--- config.mk ---
export PLATFORM = sky130hd
export DESIGN_NAME = mem_bus_arbiter
export DESIGN_NICKNAME = d
export VERILOG_FILES = /design/src/rtl/mem_bus_arbiter.sv
export SDC_FILE = /design/constraint.sdc
export NUM_CORES = 1
export LEC_CHECK = 0
export ABC_AREA = 1
export CORE_MARGIN = 3
export CORE_UTILIZATION = 25
export CTS_BUF_LIST = sky130_fd_sc_hd__clkbuf_16
export CTS_CLUSTER_SIZE = 12
export DETAILED_ROUTE_END_ITERATION = 8
export PLACE_DENSITY = 0.67
export SYNTH_ARGS = -nofsm -noshare
export SYNTH_HDL_FRONTEND = slang
export SYNTH_SLANG_ARGS = --single-unit
--- constraint.sdc ---
create_clock -name clk -period 4.4 [get_ports clk]
set_input_delay 0.66 -clock clk [delete_from_list [all_inputs] [get_ports clk]]
set_output_delay 0.66 -clock clk [all_outputs]
set_load 0.005 [all_outputs]
--- src/rtl/mem_bus_arbiter.sv ---
// ============================================================================
// Module   : mem_bus_arbiter
// Brief    : N-port memory bus arbiter with fixed or round-robin selection,
//            request lock under back-pressure and in-order read response routing.
// Revision : 1.0 - initial release
// ============================================================================
`default_nettype none

module mem_bus_arbiter #(
    parameter int NUM_PORTS  = 2,
    parameter int ADDR_WIDTH = 32,
    parameter int DATA_WIDTH = 32,
    parameter int ID_DEPTH   = 4,
    parameter int RR_MODE    = 1
) (
    input  logic                             clk,
    input  logic                             rst_n,
    input  logic [NUM_PORTS-1:0]             port_req_valid,
    output logic [NUM_PORTS-1:0]             port_req_ready,
    input  logic [NUM_PORTS*ADDR_WIDTH-1:0]  port_req_addr,
    input  logic [NUM_PORTS-1:0]             port_req_wen,
    input  logic [NUM_PORTS*DATA_WIDTH-1:0]  port_req_wdata,
    output logic [NUM_PORTS-1:0]             port_resp_valid,
    output logic [DATA_WIDTH-1:0]            port_resp_rdata,
    output logic                             mem_req_valid,
    input  logic                             mem_req_ready,
    output logic [ADDR_WIDTH-1:0]            mem_req_addr,
    output logic                             mem_req_wen,
    output logic [DATA_WIDTH-1:0]            mem_req_wdata,
    input  logic                             mem_resp_valid,
    input  logic [DATA_WIDTH-1:0]            mem_resp_rdata,
    output logic [$clog2(ID_DEPTH):0]        outstanding,
    output logic                             err_orphan
);

    localparam int c_id_w  = $clog2(NUM_PORTS);
    localparam int c_ptr_w = $clog2(ID_DEPTH);
    localparam int c_cnt_w = c_ptr_w + 1;

    logic [c_id_w-1:0]    r_fifo [ID_DEPTH];
    logic [c_ptr_w-1:0]   r_wr_ptr, r_rd_ptr;
    logic [c_cnt_w-1:0]   r_count;
    logic [c_id_w-1:0]    r_rr_ptr;
    logic                 r_lock;
    logic [c_id_w-1:0]    r_lock_sel;
    logic [NUM_PORTS-1:0] r_resp_valid;
    logic [DATA_WIDTH-1:0] r_resp_rdata;
    logic                 r_err;

    logic                 w_full;
    logic [NUM_PORTS-1:0] w_elig;
    logic [c_id_w-1:0]    w_sel;
    logic                 w_any;
    int                   w_scan;
    logic                 w_active;
    logic                 w_accept;
    logic                 w_push;
    logic                 w_pop;
    logic [NUM_PORTS-1:0] w_sel_onehot;

    assign w_full = (r_count == c_cnt_w'(ID_DEPTH));
    assign w_elig = port_req_valid & (port_req_wen | {NUM_PORTS{~w_full}});

    // A held lock wins outright; a dropped valid on the locked port falls through to a fresh scan.
    always_comb begin
        w_sel  = '0;
        w_any  = 1'b0;
        w_scan = 0;
        if (r_lock && port_req_valid[r_lock_sel]) begin
            w_sel = r_lock_sel;
            w_any = 1'b1;
        end else begin
            for (int k = 0; k < NUM_PORTS; k++) begin
                if (RR_MODE != 0) begin
                    w_scan = int'(r_rr_ptr) + k;
                    if (w_scan >= NUM_PORTS) w_scan = w_scan - NUM_PORTS;
                end else begin
                    w_scan = k;
                end
                if (!w_any && w_elig[c_id_w'(w_scan)]) begin
                    w_sel = c_id_w'(w_scan);
                    w_any = 1'b1;
                end
            end
        end
    end

    // Request path is forced quiet while reset is asserted, even with requesters still valid.
    assign w_active     = rst_n & (|w_elig);
    assign w_accept     = w_active & mem_req_ready;
    assign w_push       = w_accept & ~port_req_wen[w_sel];
    assign w_pop        = mem_resp_valid & (r_count != '0);
    assign w_sel_onehot = {{(NUM_PORTS-1){1'b0}}, 1'b1} << w_sel;

    assign mem_req_valid  = w_active;
    assign mem_req_addr   = w_active ? port_req_addr[int'(w_sel)*ADDR_WIDTH +: ADDR_WIDTH] : '0;
    assign mem_req_wdata  = w_active ? port_req_wdata[int'(w_sel)*DATA_WIDTH +: DATA_WIDTH] : '0;
    assign mem_req_wen    = w_active & port_req_wen[w_sel];
    assign port_req_ready = w_accept ? w_sel_onehot : '0;

    always_ff @(posedge clk) begin
        if (w_push) r_fifo[r_wr_ptr] <= w_sel;
    end

    always_ff @(posedge clk or negedge rst_n) begin
        if (!rst_n) begin
            r_lock       <= 1'b0;
            r_lock_sel   <= '0;
            r_rr_ptr     <= '0;
            r_wr_ptr     <= '0;
            r_rd_ptr     <= '0;
            r_count      <= '0;
            r_resp_valid <= '0;
            r_resp_rdata <= '0;
            r_err        <= 1'b0;
        end else begin
            r_lock     <= w_active & ~mem_req_ready;
            r_lock_sel <= w_sel;
            if (w_accept) begin
                r_rr_ptr <= (w_sel == c_id_w'(NUM_PORTS - 1)) ? '0 : w_sel + 1'b1;
            end
            if (w_push) r_wr_ptr <= r_wr_ptr + 1'b1;
            if (w_pop)  r_rd_ptr <= r_rd_ptr + 1'b1;
            case ({w_push, w_pop})
                2'b10:   r_count <= r_count + 1'b1;
                2'b01:   r_count <= r_count - 1'b1;
                default: r_count <= r_count;
            endcase
            r_resp_valid <= w_pop ? ({{(NUM_PORTS-1){1'b0}}, 1'b1} << r_fifo[r_rd_ptr]) : '0;
            if (w_pop) r_resp_rdata <= mem_resp_rdata;
            if (mem_resp_valid && (r_count == '0)) r_err <= 1'b1;
        end
    end

    assign port_resp_valid = r_resp_valid;
    assign port_resp_rdata = r_resp_rdata;
    assign outstanding     = r_count;
    assign err_orphan      = r_err;

endmodule

`default_nettype wire

======== Word level (Yosys, flattened, before mapping) ========
Memories as Yosys holds them, arrays and structs flattened.
Index checks and enable logic that the tools add are counted.
storage, ports and cells
  logic and storage cells ................. 75
  input port bits ......................... 168
  register bits ........................... 45
  memory bits (writable) .................. 4
  memories ................................ 1
cells by class
  order comparisons ....................... 6
  add/subtract/negate cells ............... 8
  shift-type cells ........................ 4
  eq/ne operators ......................... 3
  reduce and logical (&&, ||, !) cells .... 8
  mux-type cells .......................... 25
  bitwise gates (word level) .............. 11
memory list
  name    depth  width  read ports  clocked after memory_dff  wr ports  line  text
  r_fifo  4      1      1           0                         1         40    logic [c_id_w-1:0] r_fifo [ID_DEPTH];
operators by type and width
  cell                 count
  $shiftx 64x7->32     2
  $mux 32              2
  $mux 1               20
  $and 1x1->1          6
  $lt 1x3->1 const B   2
  $pmux 3 s2           1
  $add 2x1->2 const B  2
  $lt 1x2->1 const B   2
  $mux 2               2
  $shl 1x1->2 const A  2
  $add 3x1->3 const B  1
  $eq 3x3->1 const B   1
  $logic_and 1x1->1    3
  $logic_not 3->1      1
  $not 1->1            3
  $reduce_bool 3->1    1
  $sub 3x1->3 const B  1
  $add 1x1->2 const B  1
  $and 2x2->2          1
  $eq 2x1->1 const B   1
  $eq 2x2->1 const B   1
  $ge 1x2->1 const B   1
  $ge 2x2->1 const B   1
  $or 2x2->2           1
  5 further kinds      6

======== Logic depth before layout (Yosys ltp) ========
Gate-level depths: netlist (run 1).
  word-level depth ........................ 19
  mapped depth ............................ 14
  depth with buffers taken out ............ 13

======== Worst setup path after synthesis (run 1) ========
No wires, ideal clock.
  kind .................................... input to register
  from .................................... in port_req_wen[0]
  to ...................................... reg r_count[2] (netlist: outstanding[2])
  setup time .............................. 131 ps
  arrival ................................. 2252 ps
  data required time ...................... 4269 ps
  buffers on the path ..................... 1
  stages on the path ...................... 14
  setup slack ............................. 2018 ps
  path through ............................ inv_1 nand3_2 nand3_2 nand2_2 nand2_2 buf_6 nand2_1 nand3_2 ha_1 inv_1 fa_1 a21oi_1 o21ai_0 xor2_1
on the way
  word-level cells in the longest chain between the ends .. 16
  elaborated cells on any way between the ends .. 24
  those cells by class .................... 2 x eq/ne; 12 x mux; 6 x bitwise; 4 x reduce/logical
ends and longest elaborated chain
  item                                                    line  text
  start, declared                                         21    input logic [NUM_PORTS-1:0] port_req_wen,
  $or 2x2->2                                              62    assign w_elig = port_req_valid & (port_req_wen | {NUM_PORTS{~w_full}});
  $and 2x2->2                                             62
  $mux 1 (not written as such) (2 in series)              80    if (!w_any && w_elig[c_id_w'(w_scan)]) begin
  $mux 1                                                  80
  $mux 1                                                  69    if (r_lock && port_req_valid[r_lock_sel]) begin
  $logic_not 1->1                                         80
  $logic_and 1x1->1                                       80
  $mux 1                                                  80
  $mux 1                                                  69
  $mux 1 (not written as such) (2 in series)              91    assign w_push = w_accept & ~port_req_wen[w_sel];
  $not 1->1                                               91
  $and 1x1->1 *                                           91
  $eq 2x1->1 / $eq 2x2->1 (equally long branches)         124   case ({w_push, w_pop})
  $pmux 3 s2 / $reduce_bool 2->1 (equally long branches)  --
  end signal, assigned                                    125   2'b10: r_count <= r_count + 1'b1;
  end signal, assigned                                    126   2'b01: r_count <= r_count - 1'b1;
  end signal, assigned                                    127   default: r_count <= r_count;
  end, declared                                           42    logic [c_cnt_w-1:0] r_count;
Mark *: on every way between the ends. The rest lies on a longest branch, timed or not. The select of a mux whose other input is x is not followed.
A chain may end at the register's enable or synchronous reset.

======== Worst setup path in the final report (run 1) ========
  from .................................... in port_req_wen[0]
  to ...................................... out mem_req_addr[9]
on the way
  word-level cells in the longest chain between the ends .. 12
  elaborated cells on any way between the ends .. 17
  those cells by class .................... 1 x shift; 10 x mux; 3 x bitwise; 3 x reduce/logical
ends and longest elaborated chain
  item                                        line  text
  $or 2x2->2 *                                62
  $and 2x2->2 *                               62
  $mux 1 (not written as such) (2 in series)  80
  $mux 1                                      80
  $mux 1                                      69
  $logic_not 1->1                             80
  $logic_and 1x1->1                           80
  $mux 1                                      80
  $mux 1                                      69
  $shiftx 64x7->32                            96    assign mem_req_addr = w_active ? port_req_addr[int'(w_sel)*ADDR_WIDTH +: ADDR_WIDTH] : '0;
  $mux 32 *                                   96
  end, declared                               27    output logic [ADDR_WIDTH-1:0] mem_req_addr,
Marks and branches as above.

==> run_results.csv, run 1 <==
group,metric,value,unit
synthesis,synth_compound_area_share,11.9,%
die,ios,274,
synthesis,synth_seq_cells,49,
finish,area_growth,95.8,%
outcome,status,"complete, no violations",
route,viasPerCell,4.47,
finish,layout.nets,879,
placement,finalWeightedCongestion,0.886,
placement,io_buffers,273,
synthesis,synth-simple-area-share,34.7,%
global_route,first_global_vias,3823,
synthesis,syn_inst,445,
clocking,cts_made_buffers,5,
synthesis,synth_edf_count,4,
global_route,grt_pass1_wl,19600,µm
setup_path,crit_slowest_cell,"clkdlybuf4s50_1",
clocking,cts_max_level,2,
synthesis,synthAdderAreaFrac,2.70,%
run,cap_violations,0,
route,drt_pass1_iterations,4,
global_route,antenna_found_initial,1,
sta,slew_headroom,56.2,%
placement,dp_hpwl,10400,µm
setup_path,critPathKind,"input port to output port",
setup_path,endpoint_kind,"output port",
finish,instances_no_fill,850,
global_route,grt_max_degree,46,
sta,drv_slew,0,
finish,fillers,1142,
finish,final-seq-area,1250,µm²
die,coreArea,11700,µm²
setup_path,critPathArrivalTime,3.01,ns
die,die_w,117,µm
synthesis,synthArstFlopShare,91.8,%
sta,final.setup.worst_slack,0.727,ns
synthesis,synth_flop_cell,"dfrtp_1",
sta,whs,0.477,ns
placement,dp.cells,841,
sta,rsz0062_at_grt,"false",
synthesis,yosys.area.top_type,"dfrtp_1",
die,fp.dieH,117,µm
route,antenna_left,0,
clocking,postCtsSetupBuffers,0,
clocking,cts_tree,"built",
synthesis,syn_avg_cell_area,6.87,µm²
setup_path,cp_max_fo,21,
finish,drive_above_1_share,3.82,%
synthesis,synth.area.mux_share,0,%
sta,finalSetupViolCount,0,
clocking,clk_pin_slew_worst_paths,0.07,ns
route,drt-initial-drc-count,169,
placement,place_ws,0.740,ns
synthesis,syn_nets,619,
clocking,cts_hold_buf,0,
route,num_vias,3800,
route,routed_wl,12900,µm
pwr,peakVddDrop,0.153,mV
synthesis,synth_area,3060,µm²
synthesis,synth_cell_type_count,28,
synthesis,synth_area_leaders,"dfrtp_1 37%, nor2_1 17%, nand2_1 14%",
clocking,ctsRootBufferMaster,"clkbuf_16",
clocking,clk_latency,0.28,ns
sta,setup_tns,0,ns
pwr,power_density,387,nW/µm²
synthesis,synth.most_common_cell,"nor2_1",
hold_path,hold_path.class,"flop to flop",
die,initial_core_util,26.2,%
die,rows,39,
sta,fin_crit,3.67,ns
finish,utilization,51.3,%
synthesis,synth_xor_area_share,0.860,%
synthesis,yosysSeqAreaShare,40.8,%
global_route,grt-ovfl-total,0,
clocking,ctsResizeCount,0,
setup_path,path_cells,"clkdlybuf4s50_1 -> inv_1 -> nand3_2 -> nand3_2 -> nand2_2 -> nand2_2 -> inv_2 -> buf_4 -> nor2_1 -> nor2_1 -> clkdlybuf4s50_1",
sta,final_hold_viol_count,0,
sta,fin_worst_skew,0.00516,ns
synthesis,yosys_warnings,0,
setup_path,required,3.74,ns
clocking,cts_buffer_depth,2,
finish,multi_input_area,1530,µm²
synthesis,synth_top_family_by_area,"simple AND/OR/NAND/NOR gates",
route,post-route-drc-count,0,
global_route,grtUsageTotal,18.2,%
setup_path,critPathBufInv,5,
sta,worst_slew_pin_slew,0.655,ns
synthesis,yosysTopAreaCellShare,36.9,%
synthesis,netlist_top_cells_count,"139 x nor2_1, 113 x nand2_1, 45 x dfrtp_1, 43 x o21ai_0, 24 x o21ai_1",
clocking,clock_sinks,49,
sta,finalCritPeriodShare,83.5,%
route,wl_per_cell,15.2,µm
setup_path,cp-start-kind,"input port",
pwr,p_leak,2.60,nW
sta,clock.fmax,272,MHz
die,dieArea,13600,µm²
setup_path,max_stage_delay,0.52,ns
setup_path,cp_top_family,"buffers and inverters",
[state kept, by name (all words and copies together) (netlist names)]
signal           flops
r_rd_ptr             2
r_rr_ptr             1
r_lock               1
r_lock_sel           1
port_resp_rdata     32
port_resp_valid      2
err_orphan           1
r_fifo               4
r_wr_ptr             2
outstanding          3
[layer usage]
metal | wire [µm] | GRT usage, % | vias up
met1 | 4940 | 21.0 | 1700
li1 | - | - | 1914
met4 | 271 | 5.43 | 0
met3 | 1230 | 6.27 | 16
met2 | 6470 | 31.8 | 170
met5 | 0 | 0 | -
[final timing paths]
path,start,endpoint,slack (ns),cells past startpoint
worst max-delay path,port_req_wen[0],mem_req_addr[9],0.73,11
min in group asynchronous,rst_n,r_rr_ptr,0.50,2
max in group asynchronous,rst_n,port_resp_rdata[11],3.50,2
worst max register to register,outstanding[1],outstanding[2],1.79,13
worst min register to register,err_orphan,err_orphan,0.48,1
worst min-delay path,err_orphan,err_orphan,0.48,1
[where the power goes]
part | leakage, nW | switching, mW | internal (mW)
Clock | 0.0754 | 0.162 | 0.210
Combinational | 1.94 | 0.549 | 0.679
Sequential | 0.585 | 0.0995 | 0.614
Total | 2.60 | 0.811 | 1.50
[layout make-up]
class / instances / area share, %
Multi-Input combinational cell: 349 / 25.6
Sequential cell: 49 / 20.8
Tap cell: 143 / 2.99
Clock inverter: 3 / 0.293
Inverter: 20 / 1.25
Timing Repair Buffer: 280 / 46.9
Clock buffer: 5 / 2.09
Antenna cell: 1 / 0.0418
[cell families after synthesis]
group | Yosys count
and+or+nand+nor | 269
AOI/OAI and AO/OA | 71
DFF | 49
buffers and inverters | 47
adders and majority gates | 6
xor gates and xnor gates | 3
[layout by cell type (no fill, tap or decap), drive strengths merged]
cell	netlist	routed
a21oi	2	2
a31o	1	1
a32oi	1	1
buf	23	8
clkbuf	4	5
clkdlybuf4s50	0	272
clkinv	1	2
dfrtp	45	45
diode	0	1
edfxtp	4	4
fa	1	1
ha	5	5
inv	19	21
nand2	117	117
nand3	9	9
nand3b	1	1
nor2	141	141
nor3	1	1
o21ai	67	67
xnor2	1	1
xor2	2	2
[through the flow]
| step | cell area, µm² | total power, mW |
|---|---|---|
| finish | 5980 | 2.31 |
| CTS | 5980 | 2.35 |
| detailed placement | 5840 | 1.96 |
| global placement | 5840 | 1.93 |
| floorplan | 3060 | 1.26 |
| global route | 5980 | 2.51 |
[worst reg2reg max path, stage by stage (launching register included)]
cell     delay [ns]
dfrtp_1        0.43
nor2_4         0.17
nand3_2        0.10
nand3_2        0.08
nand2_2        0.07
nand2_2        0.32
nand2_1        0.14
nand3_2        0.17
ha_1           0.17
inv_1          0.06
fa_1           0.38
a21oi_1        0.16
o21ai_0        0.11
xor2_1         0.15
Note: power is estimated with default switching activity, not from simulation.
==> inputs of run 2 (changes only) <==
clock period = 3.5 ns   (was 4.4 ns; I/O delays follow)
==> run_results.csv, run 2 (same netlist as run 1, synthesis figures left out) <==
group,metric,value,unit
clocking,cts_hold_buf,0,
setup_path,critPathBufInv,5,
finish,instances_no_fill,852,
finish,largest_register_ffs,32,
global_route,first_global_vias,3828,
clocking,clk_latency,0.29,ns
setup_path,cp-start-kind,"input port",
finish,utilization,51.6,%
placement,dp_hpwl,10100,µm
sta,fin_worst_skew,0.00622,ns
sta,fin_crit,3.14,ns
clocking,cts_made_buffers,5,
global_route,antenna_found_initial,1,
finish,drive_above_1_share,4.24,%
route,post-route-drc-count,0,
setup_path,crit_slowest_cell,"clkdlybuf4s50_1",
setup_path,critPathKind,"input port to output port",
placement,dpl_cell_area,5870,µm²
finish,mostFrequentLayoutCells,"272 x clkdlybuf4s50_1, 139 x nor2_1, 113 x nand2_1, 45 x dfrtp_1, 43 x o21ai_0",
global_route,grt_max_degree,49,
die,dieArea,13600,µm²
sta,slew_headroom,61.5,%
clocking,clock_sinks,49,
setup_path,path_cells,"clkdlybuf4s50_1 -> inv_1 -> nand3_2 -> nand3_2 -> nand2_2 -> nand2_2 -> inv_2 -> buf_12 -> nor2_1 -> nor2_1 -> clkdlybuf4s50_1",
pwr,total_power,2.95,mW
setup_path,r2r-start,"outstanding[1]",
placement,finalWeightedCongestion,0.891,
hold_path,hold_path.class,"input port to asynchronous set/reset pin",
clocking,ctsResizeCount,0,
route,antenna_left,0,
pwr,power_density,490,nW/µm²
setup_path,cp_max_fo,39,
sta,finalCritPeriodShare,89.7,%
pwr,p_leak,2.61,nW
route,viasPerCell,4.46,
global_route,grt_pass1_wl,19100,µm
die,die_w,117,µm
clocking,postCtsSetupBuffers,0,
sta,setup_tns,0,ns
finish,final_area,6020,µm²
route,drt-initial-drc-count,181,
placement,io_buffers,273,
finish,area_growth,97.0,%
die,fp.dieH,117,µm
pwr,peakVddDrop,0.255,mV
setup_path,r2r_cells,14,
clocking,cts_max_level,2,
die,ios,274,
setup_path,cp_top_family,"buffers and inverters",
sta,clock.fmax,318,MHz
run,cap_violations,0,
clocking,cts_tree,"built",
route,drt_pass1_iterations,4,
setup_path,required,2.97,ns
setup_path,critPathArrivalTime,2.62,ns
sta,finalSetupViolCount,0,
clocking,ctsRootBufferMaster,"clkbuf_16",
sta,drv_slew,0,
finish,layout.nets,881,
finish,fillers,1129,
die,initial_core_util,26.2,%
placement,dp.cells,843,
sta,final_hold_viol_count,0,
outcome,status,"complete, no violations",
die,rows,39,
setup_path,endpoint_kind,"output port",
sta,worst_slew_pin_slew,0.578,ns
setup_path,cp-startpoint,"port_req_wen[0]",
global_route,grt-ovfl-total,0,
clocking,cts_buffer_depth,2,
route,num_vias,3803,
clocking,clk_pin_slew_worst_paths,0.07,ns
finish,final_common_cell,"clkdlybuf4s50_1",
sta,rsz0062_at_grt,"false",
route,routed_wl,12700,µm
global_route,grtUsageTotal,17.7,%
setup_path,path_depth,11,
setup_path,max_stage_delay,0.52,ns
route,wl_per_cell,14.9,µm
die,coreArea,11700,µm²
==> run 2: cell types whose count changed in the layout (fill, tap and decap cells not counted), sizes merged <==
cell / change
clkinvlp: +1
clkinv: -1
buf: +2
==> run 2: routing by layer <==
| metal | vias to the layer above | track usage, % | share of wire [%] |
|---|---|---|---|
| li1 | 1912 | - | - |
| met2 | 164 | 32.0 | 50 |
| met4 | 0 | 4.74 | 2.0 |
| met3 | 14 | 6.42 | 9.9 |
| met1 | 1713 | 19.5 | 38 |
| met5 | - | 0 | 0 |
==> run 2: area by class of cell <==
cell class | instances | area [µm²] | area share [%]
Sequential cell | 49 | 1250 | 20.7
Clock buffer | 5 | 125 | 2.08
Clock inverter | 3 | 25.0 | 0.416
Antenna cell | 1 | 2.50 | 0.0416
Multi-Input combinational cell | 349 | 1530 | 25.5
Tap cell | 143 | 179 | 2.97
Inverter | 20 | 75.1 | 1.25
Timing Repair Buffer | 282 | 2830 | 47.1
==> run 2: final timing paths <==
| check | to | slack, ns |
|---|---|---|
| min reg2reg | port_resp_rdata[15] | 0.48 |
| min in group clk | port_resp_rdata[15] | 0.48 |
| max in group asynchronous | port_resp_rdata[11] | 2.75 |
| min | r_wr_ptr[0] | 0.34 |
| max | mem_req_wdata[7] | 0.36 |
| max reg2reg | outstanding[2] | 0.94 |
==> run 2: report_power, final <==
group          switching, mW  internal, mW
Clock                  0.218         0.270
Combinational          0.690         0.867
Sequential             0.131         0.771
==> run 2: per-stage QoR <==
stage / hold slack [ns] / setup slack [ns]
after floorplan: 0.229 / 1.25
after global placement: 0.453 / 0.380
after detailed placement: 0.460 / 0.356
after CTS: 0.376 / 0.337
after global routing: 0.406 / 0.166
final: 0.344 / 0.359
==> inputs of run 3 (changes only) <==
GPL_TIMING_DRIVEN = 0   (was unset)
SKIP_CTS_REPAIR_TIMING = 1   (was unset)
==> run_results.csv, run 3 (same netlist as run 1, synthesis figures left out) <==
group,metric,value,unit
route,num_vias,3882,
setup_path,critPathKind,"input port to output port",
global_route,grtUsageTotal,18.0,%
sta,fin_crit,3.15,ns
setup_path,regToRegEndpoint,"outstanding[2]",
sta,whs,0.193,ns
die,initial_core_util,26.2,%
pwr,power_density,505,nW/µm²
clocking,ctsRootBufferMaster,"clkbuf_16",
finish,largest_register_ffs,32,
global_route,grt_max_degree,29,
clocking,cts_buffer_depth,2,
clocking,clk_pin_slew_worst_paths,0.06,ns
die,fp.dieH,117,µm
route,drt_pass1_iterations,4,
setup_path,cp-endpoint,"mem_req_addr[9]",
sta,final.setup.worst_slack,0.350,ns
placement,dp_hpwl,10900,µm
route,viasPerCell,4.45,
setup_path,r2r_cells,14,
clocking,cts_made_buffers,5,
sta,rsz0062_at_grt,"false",
placement,dpl_cell_area,5980,µm²
sta,setup_tns,0,ns
pwr,p_leak,2.70,nW
clocking,cts_max_level,2,
sta,fin_worst_skew,0.00508,ns
run,cap_violations,0,
finish,final_area,6180,µm²
sta,worst_slew_pin_slew,0.474,ns
setup_path,r2r-start,"outstanding[1]",
setup_path,required,2.97,ns
placement,place_ws,0.354,ns
hold_path,hold_path.class,"input port to asynchronous set/reset pin",
setup_path,critPathArrivalTime,2.62,ns
sta,finalSetupViolCount,0,
global_route,grt.busiest_layer,"met2",
clocking,clk_latency,0.28,ns
route,wl_per_cell,14.9,µm
clocking,clock_sinks,49,
sta,final_hold_viol_count,0,
finish,final_common_cell,"clkdlybuf4s50_1",
placement,finalWeightedCongestion,0.808,
global_route,grt_use_met2,33.2,%
pwr,total_power,3.12,mW
setup_path,cp-startpoint,"port_req_wen[0]",
finish,fillers,1098,
sta,clock.fmax,317,MHz
sta,finalCritPeriodShare,90.0,%
finish,area_growth,102,%
route,routed_wl,13000,µm
finish,drive_above_1_share,5.78,%
placement,io_buffers,273,
global_route,antenna_found_initial,2,
pwr,peakVddDrop,0.292,mV
finish,layout.nets,900,
sta,slew_headroom,68.4,%
global_route,first_global_vias,3869,
global_route,grt-ovfl-total,0,
global_route,grt_pass1_wl,19200,µm
route,post-route-drc-count,0,
setup_path,endpoint_kind,"output port",
outcome,status,"complete, no violations",
clocking,cts_tree,"built",
die,rows,39,
die,ios,274,
die,die_w,117,µm
finish,mostFrequentLayoutCells,"272 x clkdlybuf4s50_1, 139 x nor2_1, 113 x nand2_1, 45 x dfrtp_1, 43 x o21ai_0",
global_route,use_met3,5.44,%
route,antenna_left,0,
setup_path,cp-start-kind,"input port",
setup_path,cp_max_fo,10,
sta,drv_slew,0,
global_route,grt_util_met1,19.3,%
route,drt-initial-drc-count,150,
setup_path,r2r_slack,0.86,ns
die,dieArea,13600,µm²
die,coreArea,11700,µm²
-- run 3: changes by cell type in the layout (fill, tap and decap cells not counted), moves of 2 or more --
cell | before | now
bufinv_16 | 0 | 2
buf_1 | 0 | 3
buf_6 | 0 | 10
clkbuf_1 | 0 | 4
buf_12 | 3 | 1
buf_2 | 1 | 6
-- run 3: area by class of cell --
cell class | count | area [µm²] | area share, %
buffer | 27 | 201 | 3.26
inverter | 20 | 75.1 | 1.21
sequential | 49 | 1250 | 20.2
timing repair buffer | 274 | 2750 | 44.5
multi-input combinational | 349 | 1530 | 24.8
tap | 143 | 179 | 2.89
clock buffer | 5 | 125 | 2.02
antenna | 2 | 5.00 | 0.0810
clock inverter | 3 | 68.8 | 1.11
-- run 3: critical path, stage by stage --
cell             delay, ns
clkdlybuf4s50_1       0.48
inv_1                 0.07
nand3_2               0.09
nand2_1               0.05
nand2_1               0.07
nand2_2               0.10
inv_2                 0.10
clkbuf_1              0.30
o21ai_0               0.15
nor2_1                0.13
clkdlybuf4s50_1       0.53
-- run 3: metrics by stage --
step / util [%] / instances
after floorplan: - / 445
after global placement: 51.2 / 861
after detailed placement: 51.3 / 862
after CTS: 53.0 / 870
after global routing: 53.0 / 872
final: 53.0 / 872
-- run 3: routing by layer --
layer,vias up,share of wire [%]
met5,-,0
met4,0,2.4
met3,18,9.6
met2,171,51
met1,1739,37
li1,1954,-
-- run 3: report_power, final --
part	total [mW]	internal (mW)	switching, mW	leakage [nW]
logic	1.61	0.899	0.707	2.02
registers	0.900	0.772	0.128	0.585
clock network	0.617	0.412	0.205	0.0944
-- run 3: worst min-delay path by stage --
stage / start / endpoint / slack (ns) / cells past startpoint
2_1_floorplan: rst_n / err_orphan / 0.23 / 0
3_3_place_gp: err_orphan / err_orphan / 0.45 / 1
3_5_place_dp: port_resp_rdata[6] / port_resp_rdata[6] / 0.46 / 2
4_1_cts: rst_n / port_resp_rdata[6] / 0.20 / 1
5_1_grt: rst_n / port_resp_rdata[11] / 0.22 / 1
6_report: rst_n / port_resp_rdata[6] / 0.19 / 1
